File: src/rtl/prog_loader_pkg.sv
// ---------------------------------------------------------------------------
// prog_loader_pkg
//   Shared definitions for the Hack program loader:
//   - state_t    : loader FSM states (also exported on the debug state port)
//   - CMD_*      : command bytes accepted while idle
//   - RSP_*      : single-byte replies sent back over the uart
// ---------------------------------------------------------------------------
package prog_loader_pkg;

    typedef enum logic [3:0] {
        IDLE    = 4'd0,
        LEN_HI  = 4'd1,
        LEN_LO  = 4'd2,
        DATA_HI = 4'd3,
        DATA_LO = 4'd4,
        WRITE   = 4'd5,
        RESP    = 4'd6,
        PC_HI   = 4'd7,
        PC_LO   = 4'd8
    } state_t;

    localparam logic [7:0] CMD_LOAD = 8'h4C;  // 'L'
    localparam logic [7:0] CMD_RUN  = 8'h52;  // 'R'
    localparam logic [7:0] CMD_HALT = 8'h48;  // 'H'
    localparam logic [7:0] CMD_PC   = 8'h50;  // 'P'
    localparam logic [7:0] RSP_ACK  = 8'h06;
    localparam logic [7:0] RSP_NAK  = 8'h15;

endpackage

File: src/rtl/prog_loader.sv
// ---------------------------------------------------------------------------
// prog_loader
//   UART-driven program loader and run controller for the Hack computer.
//   Holds the CPU in reset, streams 16-bit instruction words (MSB byte first)
//   into the instruction ROM, and releases the CPU on command. It is the sole
//   owner of the CPU reset and the ROM write port.
//
//   Optional feature macro: PROG_LOADER_READBACK_EN
//     defined   : 'P' returns debug_pc as two bytes (hi, lo), sampled when 'P'
//                 is accepted.
//     undefined : 'P' is answered with NAK like any unknown byte.
//
// Parameters
//   ROM_ADDR_W      ROM address width (depth = 2**ROM_ADDR_W words)
//   TIMEOUT_CYCLES  max idle clk cycles between bytes inside a LOAD frame
//
// Ports
//   clk        in   system clock
//   reset      in   asynchronous, active-high reset
//   rx_data    in   received byte
//   rx_valid   in   one-cycle strobe qualifying rx_data (no backpressure)
//   tx_data    out  byte to transmit
//   tx_valid   out  tx_data valid
//   tx_ready   in   uart accepts tx_data this cycle
//   cpu_reset  out  active-high reset to the computer
//   rom_we     out  one-cycle ROM write strobe
//   rom_addr   out  ROM write address
//   rom_wdata  out  ROM write data
//   debug_pc   in   CPU program counter (readback feature only)
//   dbg_state  out  current FSM state (prog_loader_pkg::state_t encoding)
//
// Handshake: a tx byte transfers on every clk edge where tx_valid && tx_ready
// are both high; tx_valid and tx_data are held stable until that edge.
// rx has no backpressure: bytes arriving in WRITE or RESP are dropped.
// ---------------------------------------------------------------------------
module prog_loader
    import prog_loader_pkg::*;
#(
    parameter int ROM_ADDR_W     = 15,
    parameter int TIMEOUT_CYCLES = 2_700_000
) (
    input  logic                  clk,
    input  logic                  reset,
    input  logic [7:0]            rx_data,
    input  logic                  rx_valid,
    output logic [7:0]            tx_data,
    output logic                  tx_valid,
    input  logic                  tx_ready,
    output logic                  cpu_reset,
    output logic                  rom_we,
    output logic [ROM_ADDR_W-1:0] rom_addr,
    output logic [15:0]           rom_wdata,
    input  logic [15:0]           debug_pc,
    output logic [3:0]            dbg_state
);

    localparam int              TMR_W    = $clog2(TIMEOUT_CYCLES + 1);
    localparam logic [TMR_W-1:0] TMR_LAST = TMR_W'(TIMEOUT_CYCLES - 1);

    state_t                r_state;
    logic [7:0]            r_tx_data;
    logic                  r_tx_valid;
    logic                  r_cpu_reset;
    logic                  r_rom_we;
    logic [ROM_ADDR_W-1:0] r_rom_addr;
    logic [15:0]           r_rom_wdata;
    logic [15:0]           r_words_left;  // words still to receive in this frame
    logic [ROM_ADDR_W-1:0] r_idx;         // next ROM word index, wraps naturally
    logic [7:0]            r_hi;          // latched MSB byte of current word
    logic [TMR_W-1:0]      r_timer;       // idle cycles since last rx byte

    logic w_in_frame;
    logic w_timeout;

`ifdef PROG_LOADER_READBACK_EN
    logic [7:0] r_pc_lo;
`else
    logic       w_unused_pc;
    assign w_unused_pc = ^debug_pc;
`endif

    // The timeout only guards the byte-receiving states of a LOAD frame.
    assign w_in_frame = (r_state == LEN_HI) || (r_state == LEN_LO) ||
                        (r_state == DATA_HI) || (r_state == DATA_LO);
    // Abort on the cycle that would have been the TIMEOUT_CYCLES-th idle one.
    assign w_timeout  = w_in_frame && !rx_valid && (r_timer == TMR_LAST);

    always_ff @(posedge clk or posedge reset) begin
        if (reset) begin
            r_state      <= IDLE;
            r_tx_data    <= 8'h00;
            r_tx_valid   <= 1'b0;
            r_cpu_reset  <= 1'b1;
            r_rom_we     <= 1'b0;
            r_rom_addr   <= '0;
            r_rom_wdata  <= 16'h0000;
            r_words_left <= 16'h0000;
            r_idx        <= '0;
            r_hi         <= 8'h00;
            r_timer      <= '0;
`ifdef PROG_LOADER_READBACK_EN
            r_pc_lo      <= 8'h00;
`endif
        end else begin
            r_rom_we <= 1'b0;

            if (w_in_frame && !rx_valid)
                r_timer <= r_timer + 1'b1;
            else
                r_timer <= '0;

            if (w_timeout) begin
                // Partial load is kept; CPU stays held in reset.
                r_tx_data  <= RSP_NAK;
                r_tx_valid <= 1'b1;
                r_state    <= RESP;
            end else begin
                case (r_state)
                    IDLE: begin
                        if (rx_valid) begin
                            case (rx_data)
                                CMD_LOAD: begin
                                    r_cpu_reset <= 1'b1;
                                    r_idx       <= '0;
                                    r_state     <= LEN_HI;
                                end
                                CMD_RUN: begin
                                    r_cpu_reset <= 1'b0;
                                    r_tx_data   <= RSP_ACK;
                                    r_tx_valid  <= 1'b1;
                                    r_state     <= RESP;
                                end
                                CMD_HALT: begin
                                    r_cpu_reset <= 1'b1;
                                    r_tx_data   <= RSP_ACK;
                                    r_tx_valid  <= 1'b1;
                                    r_state     <= RESP;
                                end
`ifdef PROG_LOADER_READBACK_EN
                                CMD_PC: begin
                                    r_tx_data  <= debug_pc[15:8];
                                    r_pc_lo    <= debug_pc[7:0];
                                    r_tx_valid <= 1'b1;
                                    r_state    <= PC_HI;
                                end
`endif
                                default: begin
                                    r_tx_data  <= RSP_NAK;
                                    r_tx_valid <= 1'b1;
                                    r_state    <= RESP;
                                end
                            endcase
                        end
                    end
                    LEN_HI: begin
                        if (rx_valid) begin
                            r_words_left[15:8] <= rx_data;
                            r_state            <= LEN_LO;
                        end
                    end
                    LEN_LO: begin
                        if (rx_valid) begin
                            r_words_left[7:0] <= rx_data;
                            if ({r_words_left[15:8], rx_data} == 16'h0000) begin
                                r_tx_data  <= RSP_ACK;
                                r_tx_valid <= 1'b1;
                                r_state    <= RESP;
                            end else begin
                                r_state <= DATA_HI;
                            end
                        end
                    end
                    DATA_HI: begin
                        if (rx_valid) begin
                            r_hi    <= rx_data;
                            r_state <= DATA_LO;
                        end
                    end
                    DATA_LO: begin
                        if (rx_valid) begin
                            r_rom_we    <= 1'b1;
                            r_rom_addr  <= r_idx;
                            r_rom_wdata <= {r_hi, rx_data};
                            r_state     <= WRITE;
                        end
                    end
                    WRITE: begin
                        r_idx        <= r_idx + 1'b1;
                        r_words_left <= r_words_left - 16'd1;
                        if (r_words_left == 16'd1) begin
                            r_tx_data  <= RSP_ACK;
                            r_tx_valid <= 1'b1;
                            r_state    <= RESP;
                        end else begin
                            r_state <= DATA_HI;
                        end
                    end
                    RESP: begin
                        if (tx_ready) begin
                            r_tx_valid <= 1'b0;
                            r_state    <= IDLE;
                        end
                    end
`ifdef PROG_LOADER_READBACK_EN
                    PC_HI: begin
                        if (tx_ready) begin
                            r_tx_data <= r_pc_lo;
                            r_state   <= PC_LO;
                        end
                    end
                    PC_LO: begin
                        if (tx_ready) begin
                            r_tx_valid <= 1'b0;
                            r_state    <= IDLE;
                        end
                    end
`endif
                    default: begin
                        r_tx_valid <= 1'b0;
                        r_state    <= IDLE;
                    end
                endcase
            end
        end
    end

    assign tx_data   = r_tx_data;
    assign tx_valid  = r_tx_valid;
    assign cpu_reset = r_cpu_reset;
    assign rom_we    = r_rom_we;
    assign rom_addr  = r_rom_addr;
    assign rom_wdata = r_rom_wdata;
    assign dbg_state = r_state;

endmodule

File: config.mk
export PLATFORM = sky130hd
export DESIGN_NAME = prog_loader
export DESIGN_NICKNAME = d
export VERILOG_FILES = /design/src/rtl/prog_loader_pkg.sv /design/src/rtl/prog_loader.sv
export SDC_FILE = /design/constraint.sdc
export NUM_CORES = 1
export LEC_CHECK = 0
export ABC_AREA = 0
export CAP_MARGIN = 0
export CORE_MARGIN = 4
export CORE_UTILIZATION = 35
export DETAILED_ROUTE_END_ITERATION = 8
export GPL_TIMING_DRIVEN = 0
export MAX_ROUTING_LAYER = met4
export PLACE_DENSITY = 0.65
export SLEW_MARGIN = 0
export SYNTH_ARGS = -nofsm -noshare
export SYNTH_HDL_FRONTEND = slang
export SYNTH_SLANG_ARGS = --single-unit
File: constraint.sdc
create_clock -name clk -period 3.7 [get_ports clk]
set_input_delay 0.74 -clock clk [delete_from_list [all_inputs] [get_ports clk]]
set_output_delay 0.74 -clock clk [all_outputs]
set_load 0.01 [all_outputs]
Yosys cells after proc, flatten, opt, wreduce, memory -nomap -nowiden
Index checks and enable logic that the tools add are counted.
{"block": "word_totals", "reg_bits": 107, "input_bits": 28, "output_inout_bits": 46, "elab_cells": 103}
{"block": "classes", "addsub": 3, "eq_ne": 25, "n_mux": 37, "bitwise_logic": 1, "reduce_logical": 25}
{"op": "$mux 8", "n": 6}
{"op": "$pmux 8 s2", "n": 3}
{"op": "$mux 15", "n": 2}
{"op": "$pmux 15 s2", "n": 1}
{"op": "$mux 4", "n": 7}
{"op": "$pmux 4 s7", "n": 1}
{"op": "$eq 8x7->1 const B", "n": 3}
{"op": "$ne 3x3->1 const B", "n": 8}
{"op": "$pmux 8 s3", "n": 1}
{"op": "$add 22x1->22 const B", "n": 1}
{"op": "$eq 22x22->1 const B", "n": 1}
{"op": "$mux 22", "n": 1}
{"op": "$eq 16x1->1 const B", "n": 1}
{"op": "$logic_not 16->1", "n": 1}
{"op": "$sub 16x1->16 const B", "n": 1}
{"op": "$add 15x1->15 const B", "n": 1}
{"op": "$eq 4x3->1 const B", "n": 3}
{"op": "$reduce_and 3->1", "n": 4}
{"op": "$reduce_and 6->1", "n": 2}
{"op": "$mux 1", "n": 10}
{"op": "$mux 3", "n": 3}
{"op": "$eq 4x2->1 const B", "n": 2}
{"op": "$reduce_and 4->1", "n": 2}
{"op": "$reduce_bool 2->1", "n": 4}
{"op": "other kinds (15)", "n": 22}

Longest topological paths before layout
{"block": "logic_depth", "depth_word": 8, "ltp_mapped": 7}

Least setup slack after synthesis
Ideal clock, no wire load.
{"block": "synth_path", "kind": "input-to-reg", "from": "input port rx_data[7]", "to": "register r_tx_data[1] (netlist: tx_data[1])", "setup_ps": 78, "arrival_ps": 2149, "t_required_ps": 3622, "path_slack_ps": 1473, "cell_stages": 5, "path_cell_list": "or4_1 or4_1 o211ai_1 and3_4 o2bb2ai_1"}
{"block": "synth_via", "elab_chain_cells": 6}
{"element": "start: declaration", "line": "prog_loader.sv:44", "source": "input logic [7:0] rx_data,"}
{"element": "$eq 8x7->1", "line": "prog_loader.sv:121", "source": "case (rx_data)"}
{"element": "$reduce_or 2->1 (no source line)"}
{"element": "$pmux 8 s2", "line": "prog_loader.sv:121"}
{"element": "$mux 8", "line": "prog_loader.sv:120", "source": "if (rx_valid) begin"}
{"element": "$pmux 8 s3", "line": "prog_loader.sv:118", "source": "case (r_state)"}
{"element": "$mux 8", "line": "prog_loader.sv:112", "source": "if (w_timeout) begin"}
{"element": "end signal: assignment", "line": "prog_loader.sv:114", "source": "r_tx_data <= RSP_NAK;"}
{"element": "end signal: assignment", "line": "prog_loader.sv:129", "source": "r_tx_data <= RSP_ACK;"}
{"element": "end signal: assignment", "line": "prog_loader.sv:135", "source": "r_tx_data <= RSP_ACK;"}
{"element": "end: declaration", "line": "prog_loader.sv:61", "source": "logic [7:0] r_tx_data;"}
Several ways; a longest one is shown, not always the timed one. The select of a mux whose other input is x is not followed.
A chain may end at the register's enable or synchronous reset.

Worst setup path in the final report
{"block": "layout_path", "from": "input port rx_data[2]", "to": "register r_tx_data[2] (netlist: tx_data[2])"}
{"block": "layout_via", "elab_chain_cells": 3}
{"element": "$eq 8x7->1 / $logic_not 16->1 (equally long branches)", "line": "prog_loader.sv:121, prog_loader.sv:164"}
{"element": "$ne 3x3->1 (no source line) / $ne 3x2->1 (equally long branches)"}
{"element": "$reduce_and 6->1 (no source line) (*)"}
Mark *: on every way between the ends. The rest lies on a longest branch, timed or not.

==> run metrics <==
outcome finished clean; DRC 0; cell taking the most area after synthesis dfrtp_1; Netlist Area Pre-Place about 5100 um2; top post-synthesis cells by area dfrtp_1 49%, mux2_2 8.3%, nor2_1 3.7%, nand2_1 3.1%, o21ai_0 2.6%; post-synthesis sequential area ratio 0.4918; ys async rst share 1.000; Core ar. ~14,000 um2; row count 44; clock buffer depth 2; CTS H-tree depth 3; Clk pin slew, worst setup/hold paths roughly 0.06 ns; first-pass GRT wire length between 20,000 and 25,000 um; clock sink total 101; initial antenna violation count 0; Critical Path RT about 3.9 ns; Worst Setup End Kind register; Yosys reg bits around 100; Initial Util 0.3551; area of the die roughly 17,000 um2; RSZ-0062 raised after global routing no; crit start category primary input; area occupied by registers 2529 um2; Layout area overhead 21.68%; HP Class register to register; via count around 4.2k; Post-synth EDFFs 0; Setup CP Type primary input to register; PD cells slightly above 700 nW/um2; final setup fails 0; most common cell after layout, fill and taps aside dfrtp_1; Syn Area/Cell 10.30 um2; routability-driven placement congestion ratio 0.8796; Fmax 357.2 MHz; Yosys warnings 0; Yosys top cell area share 0.4867; count of final hold-check violations 0; post-cts resize count 0; max-slew violation total from the final report 0; fin nets approximately 600; fin crit share 0.7567; synthesized netlist cell count ~500; Data arrival, critical path between 3 and 4 ns; Die Y 129.2 um; Post-CTS Setup Repair Bufs 0; design area 6256 um2; share of cells above drive strength 1 0.1503; cts bufs inserted 9; Multi-input gate area ~2400 um2; chip width roughly 130 um; IR drop worst, VDD between 0.0003 and 0.0004 V; CTS root buf clkbuf_16; CTS tree done; first drt pass iteration count 5; most used flip-flop cell after synthesis dfrtp_1; commonest non-fill, non-tap cells in the layout 100 x dfrtp_1, 52 x clkdlybuf4s50_1, 50 x nor2_1, 43 x nand2_1, 38 x mux2_2; WL final approximately 12,000 um; worst slew pin tran just over 0.9 ns; Detailed Route Iter0 Violations 384; Clock Skews 0.01054 ns; port bufs 52; vias per cell about 5.5; overflow left after global routing 0; All-Layer GR Usage 0.1569; IO Pins between 70 and 80; overall power roughly 4.5 mW; Antenna Nets Post-Route 0; # fillers about 1.4k; worst-path maximum fanout 8; clk_lat worst skew around 0.36 ns; antenna diode count 0; placed instance area roughly 5900 um2; Rel. slew slack 0.3788; leakage power 2.527 nW; Yosys cell types 74; routed length per instance ~16 um; crit path time final roughly 2.8 ns; HPWL Detailed 8703 um; hold buffers post-CTS 0; max_cap viols 0; vias in the first global route roughly 4.0k; largest net degree at the start of global routing slightly above 70
[area by class of cell]
cell class	instances	area share
multi-input cells	363	0.3904
inverters	12	0.007600
repair buffers	53	0.08760
plain buffers	27	0.02240
clock buffers	12	0.03940
flip-flops and latches	101	0.4042
clock inverters	4	0.01160
well taps	184	0.03680
[sequential cells by signal (all words and copies together), names as in the netlist, 3 cells and up]
name          flops
dbg_state         3
r_hi              8
r_idx            15
r_timer          22
r_words_left     16
rom_addr         15
rom_wdata        16
tx_data           3
[worst paths after layout]
check	start	end	slack, ns	depth (start not counted)
setup / recovery	rx_data[2]	tx_data[2]	0.90	6
hold reg to reg	tx_data[2]	tx_data[2]	0.48	1
hold / removal	tx_data[2]	tx_data[2]	0.48	1
max in group asynchronous	reset	cpu_reset	2.25	3
setup reg to reg	dbg_state[2]	r_words_left[7]	1.27	6
min in group asynchronous	reset	r_timer[9]	0.76	2
[metal layers]
layer  vias to the layer above  global-route usage  wire, um
li1                       1963                   -         -
met1                      2049              0.2084      5618
met2                       119              0.2323      5720
met3                        27             0.02927       582
met4                         0             0.07350       307
met5                         -                   -         0
[power breakdown]
group	internal (mW)	leakage [nW]	switching [mW]	total, mW
Sequential	1.46	1.27	0.294	1.75
Clock	0.611	0.153	0.409	1.02
Combinational	0.858	1.11	0.837	1.70
Total	2.93	2.53	1.54	4.47
[per-stage QoR]
step                      cells  setup WS [ns]  utilization  hold WS, ns  setup TNS [ns]
final                       756         0.9002       0.4321       0.4835               0
after detailed placement    740         0.5581       0.4100       0.4775               0
after floorplan             503         0.3145            -       0.4444               0
after CTS                   756         0.9318       0.4321       0.4862               0
after global routing        756         0.7560       0.4321       0.5015               0
after global placement      739         -1.185       0.4080       0.4693         -117.77
[Yosys cell counts (all sizes together) (5+ instances only)]
library cell	number
buf	17
o21ai	28
or3	5
inv	12
o22a	5
xnor2	11
or4	9
mux2	38
nor3	13
xor2	9
nor2	50
nand3	16
a21oi	21
a31oi	6
nand2	43
nand4	12
and3	6
dfrtp	100
a22oi	6
a22o	5
clkbuf	10
and4	7
o31ai	8
[worst max-delay path, stage by stage]
cell and delay (ns):
clkdlybuf4s50_1 0.75, nor4b_1 0.80, a21oi_1 0.21, o22ai_1 0.22, a31oi_2 0.09, or2_1 0.23
[cell families after synthesis]
logic type	Yosys count	share of synthesized area
compound gates	108	0.1419
xor+xnor	20	0.03407
fa+ha+maj	4	0.009735
buf+inv	39	0.03602
flops	101	0.4918
mux	40	0.08713
other cells	1	0.0007294
simple gates	186	0.1986
Note: power is estimated with default switching activity, not from simulation.
